$ cat config.mk
export PLATFORM = sky130hd
export DESIGN_NAME = register_file_banked_flat
export DESIGN_NICKNAME = d
export VERILOG_FILES = /design/src/rtl/rf_pkg.sv /design/src/rtl/register_file_banked_if.sv /design/src/rtl/rf_bank.sv /design/src/rtl/register_file_banked.sv /design/src/flat_wrapper.sv
export SDC_FILE = /design/constraint.sdc
export NUM_CORES = 1
export LEC_CHECK = 0
export CORE_MARGIN = 4
export CORE_UTILIZATION = 30
export CTS_BUF_LIST = sky130_fd_sc_hd__clkbuf_4
export DETAILED_ROUTE_END_ITERATION = 10
export GPL_ROUTABILITY_DRIVEN = 0
export GPL_TIMING_DRIVEN = 0
export PLACE_DENSITY_LB_ADDON = 0.2
export SYNTH_ARGS = -nofsm -noshare
export SYNTH_HDL_FRONTEND = slang
export SYNTH_HIERARCHICAL = 1
export SYNTH_SLANG_ARGS = --single-unit
$ cat constraint.sdc
create_clock -name clk -period 1.5 [get_ports clk]
set_input_delay 0.225 -clock clk [delete_from_list [all_inputs] [get_ports clk]]
set_output_delay 0.225 -clock clk [all_outputs]
set_load 0.02 [all_outputs]
$ cat src/rtl/rf_pkg.sv
// Shared defaults and storage type for the banked register file.
// Banks with non-default geometry declare the same packed shape locally.
package rf_pkg;

  localparam int RF_WIDTH  = 8;
  localparam int RF_DEPTH  = 4;
  localparam int RF_NUM_RD = 2;

  // One bank: entry r occupies [r][WIDTH-1:0].
  typedef logic [RF_DEPTH-1:0][RF_WIDTH-1:0] rf_array_t;

endpackage

$ cat src/rtl/register_file_banked_if.sv
// Decode/writeback-side bus of the banked register file.
// Addresses and write controls are sampled at posedge clk.
// Timing contract (there is no valid/ready handshake): every cycle is a
// transaction. rd_data is the value of the addressed registers after that
// same edge's writes and restores, and it is visible from the edge onward.
// restore_err is a one-cycle pulse that follows a restore of an empty shadow.
interface register_file_banked_if
  import rf_pkg::*;
#(
  parameter int WIDTH  = RF_WIDTH,
  parameter int DEPTH  = RF_DEPTH,
  parameter int NUM_RD = RF_NUM_RD
);
  localparam int ADDR_W = $clog2(DEPTH);

  logic [NUM_RD*ADDR_W-1:0] rd_addr;
  logic [NUM_RD*WIDTH-1:0]  rd_data;
  logic                     wr_en;
  logic [ADDR_W-1:0]        wr_addr;
  logic [WIDTH-1:0]         wr_data;
  logic                     save;
  logic                     restore;
  logic                     shadow_valid;
  logic                     restore_err;

  modport master (
    output rd_addr, wr_en, wr_addr, wr_data, save, restore,
    input  rd_data, shadow_valid, restore_err
  );

  modport slave (
    input  rd_addr, wr_en, wr_addr, wr_data, save, restore,
    output rd_data, shadow_valid, restore_err
  );

endinterface

$ cat src/rtl/rf_bank.sv
// DEPTH x WIDTH register bank with a whole-array load and one write port.
// A same-cycle write lands on top of a load; entry 0 can be tied to zero.
module rf_bank
  import rf_pkg::*;
#(
  parameter  int WIDTH    = RF_WIDTH,
  parameter  int DEPTH    = RF_DEPTH,
  parameter  int ZERO_REG = 0,
  localparam int ADDR_W   = $clog2(DEPTH)
) (
  input  logic                         clk,
  input  logic                         reset,
  input  logic                         load_en_i,
  input  logic [DEPTH-1:0][WIDTH-1:0]  load_data_i,
  input  logic                         wr_en_i,
  input  logic [ADDR_W-1:0]            wr_addr_i,
  input  logic [WIDTH-1:0]             wr_data_i,
  output logic [DEPTH-1:0][WIDTH-1:0]  data_o
);

  typedef logic [DEPTH-1:0][WIDTH-1:0] bank_t;

  bank_t data_q;
  bank_t data_d;

  always_comb begin
    data_d = data_q;
    if (load_en_i) data_d = load_data_i;
    if (wr_en_i) data_d[wr_addr_i] = wr_data_i;
    if (ZERO_REG != 0) data_d[0] = '0;
  end

  always_ff @(posedge clk) begin
    if (!reset) begin
      data_q <= '0;
    end else begin
      data_q <= data_d;
    end
  end

  assign data_o = data_q;

endmodule

$ cat src/rtl/register_file_banked.sv
// Multi-port register file with write-first registered reads and a single
// shadow bank for save/restore around context switches.
module register_file_banked
  import rf_pkg::*;
#(
  parameter int WIDTH    = RF_WIDTH,
  parameter int DEPTH    = RF_DEPTH,
  parameter int NUM_RD   = RF_NUM_RD,
  parameter int ZERO_REG = 0
) (
  input  logic                  clk,
  input  logic                  reset,
  register_file_banked_if.slave bus
);

  localparam int ADDR_W = $clog2(DEPTH);

  typedef logic [DEPTH-1:0][WIDTH-1:0] bank_t;

  bank_t main_q;
  bank_t shadow_q;

  logic restore_ok;
  logic shadow_load;

  logic [NUM_RD*WIDTH-1:0] rd_data_q;
  logic [NUM_RD*WIDTH-1:0] rd_data_d;
  logic                    shadow_valid_q;
  logic                    shadow_valid_d;
  logic                    restore_err_q;
  logic                    restore_err_d;

  logic [ADDR_W-1:0] rd_sel;
  logic [WIDTH-1:0]  rd_word;

  // Restore wins over save, so the shadow only loads on a lone save.
  assign restore_ok  = bus.restore && shadow_valid_q;
  assign shadow_load = bus.save && !bus.restore;

  rf_bank #(
    .WIDTH   (WIDTH),
    .DEPTH   (DEPTH),
    .ZERO_REG(ZERO_REG)
  ) u_main (
    .clk        (clk),
    .reset      (reset),
    .load_en_i  (restore_ok),
    .load_data_i(shadow_q),
    .wr_en_i    (bus.wr_en),
    .wr_addr_i  (bus.wr_addr),
    .wr_data_i  (bus.wr_data),
    .data_o     (main_q)
  );

  rf_bank #(
    .WIDTH   (WIDTH),
    .DEPTH   (DEPTH),
    .ZERO_REG(ZERO_REG)
  ) u_shadow (
    .clk        (clk),
    .reset      (reset),
    .load_en_i  (shadow_load),
    .load_data_i(main_q),
    .wr_en_i    (1'b0),
    .wr_addr_i  ('0),
    .wr_data_i  ('0),
    .data_o     (shadow_q)
  );

  // Each port sees the value main will hold after this edge:
  // hardwired zero, then the incoming write, then a restored word.
  always_comb begin
    rd_data_d = '0;
    rd_sel    = '0;
    rd_word   = '0;
    for (int i = 0; i < NUM_RD; i++) begin
      rd_sel = bus.rd_addr[i*ADDR_W +: ADDR_W];
      if (ZERO_REG != 0 && rd_sel == '0) begin
        rd_word = '0;
      end else if (bus.wr_en && bus.wr_addr == rd_sel) begin
        rd_word = bus.wr_data;
      end else if (restore_ok) begin
        rd_word = shadow_q[rd_sel];
      end else begin
        rd_word = main_q[rd_sel];
      end
      rd_data_d[i*WIDTH +: WIDTH] = rd_word;
    end
  end

  always_comb begin
    shadow_valid_d = shadow_valid_q;
    restore_err_d  = bus.restore && !shadow_valid_q;
    if (bus.restore) begin
      if (!bus.save) shadow_valid_d = 1'b0;
    end else if (bus.save) begin
      shadow_valid_d = 1'b1;
    end
  end

  always_ff @(posedge clk) begin
    if (!reset) begin
      rd_data_q      <= '0;
      shadow_valid_q <= 1'b0;
      restore_err_q  <= 1'b0;
    end else begin
      rd_data_q      <= rd_data_d;
      shadow_valid_q <= shadow_valid_d;
      restore_err_q  <= restore_err_d;
    end
  end

  assign bus.rd_data      = rd_data_q;
  assign bus.shadow_valid = shadow_valid_q;
  assign bus.restore_err  = restore_err_q;

endmodule

$ cat src/flat_wrapper.sv
// flat-port wrapper written by rule: the top's interface ports become plain ports
module register_file_banked_flat import rf_pkg::*;
#(
  parameter int WIDTH    = RF_WIDTH,
  parameter int DEPTH    = RF_DEPTH,
  parameter int NUM_RD   = RF_NUM_RD,
  parameter int ZERO_REG = 0
)
  (clk, reset, bus_rd_addr, bus_wr_en, bus_wr_addr, bus_wr_data, bus_save, bus_restore, bus_rd_data, bus_shadow_valid, bus_restore_err);
  register_file_banked_if #(.WIDTH(WIDTH), .DEPTH(DEPTH), .NUM_RD(NUM_RD)) bus_i ();
  input  logic clk;
  input  logic reset;
  input wire logic [$bits(bus_i.rd_addr)-1:0] bus_rd_addr;
  input wire logic [$bits(bus_i.wr_en)-1:0] bus_wr_en;
  input wire logic [$bits(bus_i.wr_addr)-1:0] bus_wr_addr;
  input wire logic [$bits(bus_i.wr_data)-1:0] bus_wr_data;
  input wire logic [$bits(bus_i.save)-1:0] bus_save;
  input wire logic [$bits(bus_i.restore)-1:0] bus_restore;
  output wire logic [$bits(bus_i.rd_data)-1:0] bus_rd_data;
  output wire logic [$bits(bus_i.shadow_valid)-1:0] bus_shadow_valid;
  output wire logic [$bits(bus_i.restore_err)-1:0] bus_restore_err;
  assign bus_i.rd_addr = bus_rd_addr;
  assign bus_i.wr_en = bus_wr_en;
  assign bus_i.wr_addr = bus_wr_addr;
  assign bus_i.wr_data = bus_wr_data;
  assign bus_i.save = bus_save;
  assign bus_i.restore = bus_restore;
  assign bus_rd_data = bus_i.rd_data;
  assign bus_shadow_valid = bus_i.shadow_valid;
  assign bus_restore_err = bus_i.restore_err;
  register_file_banked #(.WIDTH(WIDTH), .DEPTH(DEPTH), .NUM_RD(NUM_RD), .ZERO_REG(ZERO_REG)) u_core (.clk(clk), .reset(reset), .bus(bus_i));
endmodule
# Word level (Yosys, flattened, before mapping)
# Cells that the tools add are included.
# word_totals
out_inout_bits	18
ff_bits	82
wordCells	48
in_bits	19
# op_classes
n_lt_le_gt_ge	4
n_reduce_logical	10
eq_ne	3
muxes	20
# op_table
operator	n
$mux W8	9
$bmux W8 S2	4
$mux W32	2
$bwmux W32	1
$demux W8 S2	1
$lt A2 B3 Y1 const B	3
$logic_and A1 B1 Y1	6
$eq A2 B2 Y1	2
$mux W1	3
$ge A2 B1 Y1 const B	1
$logic_not A1 Y1	2
$ne A2 B2 Y1 const B	1
$reduce_and A2 Y1	1
$reduce_bool A2 Y1	1

# Logic depth before layout (Yosys ltp)
# Gate-level depths: netlist (run 1).
# logic_depth
depth_word	6
ltp_mapped	7
ltp_nobuf	5

# Hierarchy
# Netlist (run 1), hierarchy kept.
# by_module_without_submodules
module	instances	cells_per_inst	area_each_um2	seq_area_each_um2
register_file_banked	1	152	1747.9	360.3
rf_bank at u_core.u_shadow	1	133	1498.9	640.6
rf_bank at u_core.u_main	1	133	1491.4	640.6

# Least setup slack after synthesis (run 1)
# No wires, ideal clock.
# synth_path
path_type	flip-flop to flip-flop
start	register u_core.shadow_valid_q, in the netlist u_core/bus.shadow_valid
end	register u_core.u_main.data_q (netlist bit u_core/u_main/data_o[0])
path_slack_ns	-0.154
stages_incl_launch_ff	8
n_path_buf	3
required_ns	1.358
period_less_slack_ns	1.654
setup_ns	0.142
t_arrival_ns	1.512
cell_sequence	dfxtp_1 -> nand2_4 -> buf_6 -> inv_2 -> buf_2 -> buf_4 -> mux2i_1 -> a221oi_2
# synth_via
elab_chain_len	4
# synth_rtl
element	line_no	source
start: declaration	register_file_banked.sv:28	logic shadow_valid_q;
start signal: assignment	register_file_banked.sv:108	shadow_valid_q <= shadow_valid_d;
$logic_and A1 B1 Y1 *	register_file_banked.sv:37	assign restore_ok = bus.restore && shadow_valid_q;
via u_core.restore_ok	register_file_banked.sv:23	logic restore_ok;
$mux W32 *	rf_bank.sv:28	if (load_en_i) data_d = load_data_i;
$bwmux W32	rf_bank.sv:29	if (wr_en_i) data_d[wr_addr_i] = wr_data_i;
$mux W32 *	rf_bank.sv:29	
end signal: assignment	rf_bank.sv:37	data_q <= data_d;
end: declaration	rf_bank.sv:23	bank_t data_q;
# Mark *: on every way through the listed nets, which the timed path passes. The rest lies on a longest branch.
# A chain may end at the register's enable or synchronous reset.

# Worst setup path after layout (run 1)
# layout_path
start	register u_core.shadow_valid_q, in the netlist u_core/bus.shadow_valid
end	register u_core.u_main.data_q (netlist bit u_core/u_main/data_o[21])
# Same word-level chain as after synthesis.

==> results of run 1 <==
[per-stage QoR]
step           hold WS [ns]  instances  instance area (um2)
2_1_floorplan        0.3680        447                 4848
3_3_place_gp         0.4723        690                 5433
3_5_place_dp         0.4784        690                 5433
4_1_cts              0.2769        703                 5560
5_1_grt              0.3125        711                 5672
6_report             0.3045        711                 5672
[cell families after synthesis]
kind of cell / Yosys count / share of synthesized area [%]
buf+inv: 45 / 6.549
compound gates: 83 / 16.53
other cells: 1 / 0.07914
simple gates: 58 / 6.549
fa+ha+maj: 1 / 0.2640
xor+xnor: 4 / 0.7393
flops: 82 / 34.64
mux: 144 / 34.64
[flip-flops by register name (all words and copies together), names as in the netlist]
| signal | count |
|---|---|
| u_core/bus.rd_data | 16 |
| u_core/u_shadow/data_o | 32 |
| u_core/u_main/data_o | 32 |
| u_core/bus.shadow_valid | 1 |
| u_core/bus.restore_err | 1 |
[worst max-delay path, cell delays in order, from the launching register on]
cell and delay, ns:
dfxtp_4 0.41, nand2_8 0.08, buf_12 0.16, inv_4 0.11
buf_12 0.17, mux2i_1 0.08, a221oi_1 0.30
[power by group]
part           internal (mW)  switching [mW]
clock                  0.318           0.736
combinational          0.474           0.557
sequential              2.31           0.145
total                   3.10            1.44
[cells in the final DEF, fill, tap and decap left out, types with 9 or more instances in the layout]
cell type,count
a221oi_2,18
o22ai_1,16
conb_1,30
mux2i_1,125
dlygate4sd2_1,19
clkdlybuf4s50_1,11
nor2b_1,18
nor2_1,18
clkbuf_4,11
dfxtp_1,81
clkbuf_1,9
mux4_2,16
a221oi_1,46
buf_4,15
[metal layers]
metal	track usage (%)	up-vias	part of all wire, %
met4	6.800	0	2.0
li1	-	1785	-
met3	2.190	28	5.8
met5	0	-	0
met2	29.57	155	48
met1	22.63	1881	45
[cell type report]
cell class	instances	area share (%)
antenna	1	0.04412
buffer	38	5.868
clock buffer	10	1.324
clock inverter	2	0.1544
inverter	5	0.3750
multi-input combinational	320	51.62
sequential	82	29.01
tap	211	4.655
timing repair buffer	42	6.949
[path summary, 6_finish.rpt]
check	startpoint	to	depth (start not counted)
worst max-delay path	u_core/bus.shadow_valid	u_core/u_main/data_o[21]	6
worst min-delay path	bus_restore	u_core/bus.restore_err	3
worst max register to register	u_core/bus.shadow_valid	u_core/u_main/data_o[21]	6
worst min register to register	u_core/bus.shadow_valid	u_core/bus.restore_err	1
[what timing repair did]
item,4_1_cts,5_1_grt
pin swaps,0,2
cloned,0,1
resized for setup,33,12
endpoints found under the setup margin,67,37
setup buffers,2,7
hold buffers,0,0
==> impl_metrics.json, run 1 <==
{
  "clkTransAtPathRegs_ns": 0.12,
  "ys.flop_type": "dfxtp_1",
  "rsz0062_at_grt": "no",
  "status": "complete, no violations",
  "critPathKind": "flop to flop",
  "initial_core_util_pct": 30.94,
  "maxSlewViolCount": 0,
  "setup_viol": 0,
  "end_kind": "flop",
  "die_x_um": 133.7,
  "dp_hpwl_um": 11660,
  "yosysMostFrequentCell": "mux2i_1",
  "tightestPinTransition_ns": 0.7887,
  "syn_inst": 418,
  "post-route-period-util_pct": 94.47,
  "maxCapViolCount": 0,
  "grt.total_usage_pct": 17.44,
  "drtIter0Drc": 265,
  "min_period_ns": 1.417,
  "worst_slack_ns": 0.08292,
  "drc": 0,
  "hold_viol": 0,
  "synth_area_leaders": "dfxtp_1, mux2i_1, a221oi_1",
  "min_path_type": "input pin to flop",
  "fin_skew_ns": 0.01594,
  "power_leakage_nw": 2.153,
  "root_buffer": "clkbuf_4",
  "dr.pass1.iters": 6,
  "core_area_um2": 15310,
  "p_total_mw": 4.537,
  "synth_commonest_cells": "mux2i_1, dfxtp_1, a221oi_1",
  "yosys_warnings": 6,
  "tritoncts": "yes",
  "synth-edff-count": 0,
  "cts.sinks": 82,
  "port_buffers": 32,
  "h-tree-depth": 3,
  "antenna_found_initial": 1,
  "rrSetupSlack_ns": 0.08,
  "ir_worst_vdd_uv": 275.1,
  "design.portCount": 37,
  "power.density_nw_per_um2": 800.0,
  "fin_util_pct": 37.03,
  "drive_gt1_share_pct": 18.84,
  "ys_seq_area_share_pct": 34.64,
  "ys_async_sr_fraction_pct": 0,
  "critical_path_arrival_ns": 1.74,
  "synth-seq-cells": 82,
  "grt_max_degree": 12,
  "grt_overflow": 0,
  "insertion_delay_ns": 0.43,
  "grt_pass1_wl_um": 23490,
  "vias": 3849,
  "place_ws_ns": -0.6877,
  "area_growth_pct": 19.70,
  "required_ns": 1.82,
  "synth_cell_types": 29,
  "start_kind": "flop",
  "viasPerCell": 5.414,
  "grt_pass1_vias": 3829,
  "num-nets-final": 518,
  "syn_area_um2": 4738,
  "multiInputGateArea_um2": 2928,
  "tns_ns": 0,
  "num_rows": 45,
  "yosysTopAreaCell": "dfxtp_1",
  "syn_area_per_cell_um2": 11.34,
  "wl_per_cell_um": 22.09,
  "max-slew-margin-rel_pct": 47.42,
  "max_freq_mhz": 705.7,
  "regArea_um2": 1645,
  "cts_buffers": 9,
  "die-area_um2": 17870,
  "drt-total-wl_um": 15710,
  "crit_fanout": 10,
  "cts_buffer_depth": 2,
  "synth_top_area_share_pct": 34.64,
  "ant_nets": 0,
  "die_height_um": 133.7,
  "n_fill_cell": 1547
}
Note: power is estimated with default switching activity, not from simulation.
==> run 2: changes to the inputs <==
Settings changed: DONT_BUFFER_PORTS set to 1, REMOVE_ABC_BUFFERS set to 1.
==> run 2 against run 1 <==
Hold slack lost 0.27 ns. Largest cell class unchanged. Fmax shrank 4.2%. Core utilization shrank 2.6 points. Combinational power shrank 24%. Wire length shrank 5.3%. Final area shrank 7.1%. Sequential share of layout area grew 2.2 points. Sequential cell count is the same. First-iteration DRC count shrank 20%. Clock-buffer cell count is the same. Largest power group unchanged.
==> impl_metrics.json, run 2 (synthesized netlist as in run 1, its figures left out) <==
{
  "crit_chain": "nand2_8 -> mux4_2 -> o22ai_1",
  "holdWs_ns": 0.03371,
  "post-route-period-util_pct": 98.62,
  "h-tree-depth": 3,
  "crit_fanout": 8,
  "maxSlewViolCount": 0,
  "final_cell_mix": "mux2i_1, dfxtp_1, a221oi_1",
  "grt.total_usage_pct": 16.80,
  "crit_buf_inv": 0,
  "initial_core_util_pct": 30.94,
  "die_x_um": 133.7,
  "viasPerCell": 5.521,
  "design.portCount": 37,
  "grt_max_degree": 34,
  "die_height_um": 133.7,
  "multiInputGateArea_um2": 2929,
  "hold_viol": 0,
  "maxCapViolCount": 0,
  "critical_path_arrival_ns": 1.81,
  "drt-total-wl_um": 14880,
  "rsz0062_at_grt": "no",
  "r2r_end": "u_core/bus.rd_data[6]",
  "dp_hpwl_um": 8760,
  "min_path_type": "input pin to flop",
  "fin_skew_ns": 0.01507,
  "rrSetupSlack_ns": 0.02,
  "rr_worst_depth": 3,
  "ir_worst_vdd_uv": 337.1,
  "n_fill_cell": 1549,
  "status": "complete, no violations",
  "max-slew-margin-rel_pct": 10.75,
  "drtIter0Drc": 211,
  "antenna_found_initial": 0,
  "drive_gt1_share_pct": 13.87,
  "cts_buffers": 9,
  "setup_viol": 0,
  "min_to": "u_core/bus.rd_data[1]",
  "cp_slowest_cell": "mux4_2",
  "critPathKind": "flop to flop",
  "clkTransAtPathRegs_ns": 0.13,
  "num-nets-final": 462,
  "core_area_um2": 15310,
  "critPathTopFamily": "multiplexers",
  "wl_per_cell_um": 22.61,
  "hold_start": "bus_rd_addr[1]",
  "vias": 3633,
  "grt_pass1_wl_um": 22670,
  "start_kind": "flop",
  "grt_pass1_vias": 3785,
  "dr.pass1.iters": 4,
  "mostFrequentLayoutCell": "mux2i_1",
  "num_rows": 45,
  "ant_nets": 0,
  "slowest_delay_ns": 0.51,
  "power.density_nw_per_um2": 864.3,
  "required_ns": 1.83,
  "insertion_delay_ns": 0.45,
  "dp_cells": 620,
  "cts_buffer_depth": 2,
  "max_freq_mhz": 676.0,
  "end_kind": "flop",
  "regArea_um2": 1645,
  "cts.sinks": 82,
  "power_leakage_nw": 1.830,
  "tightestPinTransition_ns": 1.337,
  "drc": 0,
  "reg2reg_from": "u_core/bus.shadow_valid",
  "diodes": 0,
  "root_buffer": "clkbuf_4",
  "grt_overflow": 0,
  "min_period_ns": 1.479,
  "die-area_um2": 17870,
  "p_total_mw": 4.554,
  "whs_path_depth": 2,
  "area_growth_pct": 11.20,
  "port_buffers": 0,
  "tritoncts": "yes",
  "layoutNonFillerInstCount": 658,
  "crit_cells": 3
}
## run 2: cell types whose count changed in the layout (fill, tap and decap cells not counted), moves of 5 or more
cell and delta:
dlygate4sd2_1 -19, clkdlybuf4s50_1 -11, dlygate4sd3_1 +19, clkbuf_1 -9, buf_4 -14, buf_6 -5, buf_2 -8
## run 2: area by class of cell
class                           instances  area share [%]
Inverter                                5          0.8549
Tap cell                              211           5.011
Timing Repair Buffer                   23           4.797
Multi-Input combinational cell        321           55.59
Clock buffer                           10           1.425
Clock inverter                          6           1.092
Sequential cell                        82           31.23
## run 2: how the worst max path moves through the flow
| stage | start | to | slack, ns |
|---|---|---|---|
| global route | u_core/bus.shadow_valid | u_core/u_main/data_o[30] | 0.004 |
| finish | u_core/bus.shadow_valid | u_core/bus.rd_data[6] | 0.02 |
| CTS | u_core/bus.shadow_valid | u_core/bus.rd_data[2] | 0.02 |
| detailed placement | u_core/bus.shadow_valid | u_core/u_main/data_o[29] | -0.87 |
| global placement | bus_restore | u_core/u_shadow/data_o[9] | -1.17 |
| floorplan | bus_restore | u_core/u_shadow/data_o[2] | -0.52 |
## run 2: where the power goes
| group | internal [mW] | switching (mW) |
|---|---|---|
| logic | 0.380 | 0.401 |
| registers | 2.31 | 0.160 |
| clock network | 0.516 | 0.788 |
| total | 3.21 | 1.35 |
## run 2: through the flow
stage / TNS, ns / area (um2) / util [%] / setup slack [ns]
after floorplan: -26.14 / 4556 / - / -0.5218
after detailed placement: -29.57 / 4860 / 31.73 / -0.8698
final: 0 / 5269 / 34.40 / 0.02068
after CTS: 0 / 5259 / 34.34 / 0.02462
after global placement: -62.09 / 4820 / 31.47 / -1.167
after global routing: 0 / 5269 / 34.40 / 0.003765
## run 2: metal layers
metal | global-route usage (%) | part of all wire (%) | vias to the layer above
li1 | - | - | 1673
met1 | 22.22 | 45 | 1819
met2 | 27.03 | 46 | 106
met3 | 2.870 | 5.8 | 35
met4 | 7.257 | 3.1 | 0
met5 | 0 | 0 | -
## run 2: worst reg2reg max path, stage by stage (launching register included)
cell and delay, ns:
dfxtp_4 0.44, nand2_8 0.17, mux4_2 0.51, o22ai_1 0.25
## run 2: repair_timing
action | in CTS | in global routing
cloned | 1 | 0
hold buffers | 19 | 0
setup buffers | 2 | 0
pin swaps | 1 | 1
hold endpoints to repair | 18 | 0
resized for setup | 9 | 1
endpoints found under the setup margin | 48 | 1
==> run 3: changes to the inputs <==
Settings changed: ABC_AREA set to 1.
==> run 3 against run 2 <==
Sequential share of layout area decreased by 0.93 points. Highest routed layer unchanged. Critical path depth increased by 4. Largest cell class unchanged. Register-to-register slack gained 0.09 ns. Cell count rose by 67%.
==> impl_metrics.json, run 3 <==
{
  "status": "complete, no violations",
  "syn_inst": 864,
  "design.portCount": 37,
  "port_buffers": 0,
  "cts_buffers": 9,
  "dp_cells": 1072,
  "yosysTopAreaCell": "dfxtp_1",
  "end_kind": "flop",
  "p_total_mw": 4.463,
  "mostFrequentLayoutCell": "nand2_1",
  "power.density_nw_per_um2": 823.0,
  "grt_overflow": 0,
  "area_growth_pct": 7.384,
  "post-route-period-util_pct": 92.94,
  "rrSetupSlack_ns": 0.11,
  "layoutNonFillerInstCount": 1097,
  "slowest_delay_ns": 0.42,
  "die_x_um": 137.7,
  "core_area_um2": 16520,
  "syn_area_per_cell_um2": 5.845,
  "maxSlewViolCount": 0,
  "dr.pass1.iters": 5,
  "start_kind": "flop",
  "maxCapViolCount": 0,
  "power_leakage_nw": 2.580,
  "dp_hpwl_um": 9646,
  "tightestPinTransition_ns": 0.7404,
  "initial_core_util_pct": 30.56,
  "root_buffer": "clkbuf_4",
  "synth_top_area_share_pct": 32.51,
  "critPathKind": "flop to flop",
  "cp_slowest_cell": "dfxtp_2",
  "crit_buf_inv": 2,
  "cts.sinks": 82,
  "h-tree-depth": 3,
  "grt.total_usage_pct": 17.28,
  "crit_fanout": 49,
  "max_freq_mhz": 717.3,
  "setup_viol": 0,
  "synth-seq-cells": 82,
  "drive_gt1_share_pct": 4.909,
  "viasPerCell": 4.659,
  "ys_seq_area_share_pct": 32.51,
  "yosys_warnings": 6,
  "grt_max_degree": 65,
  "fin_skew_ns": 0.008971,
  "synth-edff-count": 0,
  "synth_commonest_cells": "nand2_1, nor2_1, nand3_1",
  "cts_buffer_depth": 2,
  "critPathTopFamily": "simple AND/OR/NAND/NOR gates",
  "fin_util_pct": 32.82,
  "critical_path_arrival_ns": 1.81,
  "drt-total-wl_um": 15610,
  "finalInstanceArea_um2": 5423,
  "min_path_type": "input pin to flop",
  "die-area_um2": 18970,
  "post_cts_buffers": 0,
  "num-nets-final": 894,
  "antenna_found_initial": 1,
  "cpMostUsedCell": "nand2_1",
  "die_height_um": 137.7,
  "hold_viol": 0,
  "crit_chain": "nand2_8 -> clkinv_16 -> inv_12 -> nand2_1 -> nand3_1 -> nand2_1 -> nor2_2",
  "grt_pass1_vias": 4640,
  "clkTransAtPathRegs_ns": 0.12,
  "synth_cell_types": 21,
  "grt_pass1_wl_um": 25620,
  "ir_worst_vdd_uv": 313.4,
  "insertion_delay_ns": 0.47,
  "num_rows": 47,
  "max-slew-margin-rel_pct": 50.50,
  "synth_area_leaders": "dfxtp_1, nand2_1, nand3_1",
  "syn_area_um2": 5050,
  "ys.flop_type": "dfxtp_1",
  "yosysMostFrequentCell": "nand2_1",
  "wl_per_cell_um": 14.23,
  "ant_nets": 0,
  "min_period_ns": 1.394,
  "final_cell_mix": "nand2_1, nor2_1, nand3_1",
  "ys_async_sr_fraction_pct": 0,
  "drtIter0Drc": 456,
  "vias": 5111,
  "tritoncts": "yes",
  "post_dp_cell_area_um2": 5135,
  "drc": 0,
  "required_ns": 1.92
}
run 3: power by group:
| part | internal [mW] | total (mW) | switching [mW] |
|---|---|---|---|
| sequential | 2.32 | 2.51 | 0.190 |
| clock | 0.369 | 1.13 | 0.762 |
| combinational | 0.293 | 0.823 | 0.530 |
run 3: metal layers:
metal  GRT usage (%)  routed length [um]  vias to the layer above  share of wire, %
met1           24.52                7803                     2294                50
met2           26.90                6914                      109                44
met4           5.269                 189                        0               1.2
li1                -                   -                     2692                 -
met3           2.739                 701                       16               4.5
met5               0                   0                        -                 0
run 3: logic make-up after synthesis:
group / count (synthesis) / share of synthesized area (%)
buffers and inverters: 67 / 7.978
other: 1 / 0.07426
AO/OA/AOI/OAI: 33 / 4.063
XOR/XNOR: 2 / 0.3469
AND/OR/NAND/NOR: 678 / 54.78
adder cells (fa/ha/maj): 1 / 0.2477
flip-flops: 82 / 32.51
run 3: worst reg2reg max path, stage by stage, from the launching register on:
cell	delay (ns)
dfxtp_2	0.42
nand2_8	0.19
clkinv_16	0.19
inv_12	0.22
nand2_1	0.08
nand3_1	0.08
nand2_1	0.08
nor2_2	0.07
run 3: what timing repair did:
item / in CTS / in global routing
endpoints found under the setup margin: 48 / 64
hold endpoints to repair: 82 / 0
hold buffers: 11 / 0
resized for setup: 9 / 2
run 3: final timing paths:
kind                                                from                  endpoint  cells past startpoint
worst max-delay path             u_core/bus.shadow_valid   u_core/u_main/data_o[6]                      7
worst min-delay path                            bus_save   u_core/bus.shadow_valid                      3
worst min register to register  u_core/u_main/data_o[23]  u_core/u_main/data_o[23]                      4
worst max register to register   u_core/bus.shadow_valid   u_core/u_main/data_o[6]                      7
run 3: final cells by class:
| class | instances | area (um2) |
|---|---|---|
| Inverter | 14 | 93.84 |
| Clock inverter | 1 | 5.005 |
| Sequential cell | 82 | 1643 |
| Tap cell | 220 | 275.3 |
| Timing Repair Buffer | 11 | 127.6 |
| Clock buffer | 12 | 90.09 |
| Fill cell | 1845 | 11100 |
| Antenna cell | 1 | 2.502 |
| Multi-Input combinational cell | 756 | 3186 |
run 3: through the flow:
| step | setup TNS [ns] | setup WS (ns) | hold slack, ns |
|---|---|---|---|
| floorplan | -38.37 | -0.8205 | 0.3457 |
| global placement | -132.98 | -2.264 | 0.3614 |
| detailed placement | -66.89 | -1.271 | 0.3636 |
| CTS | 0 | 0.01290 | 0.01827 |
| global route | -0.001833 | -0.001833 | 0.005840 |
| finish | 0 | 0.1059 | 0.01515 |
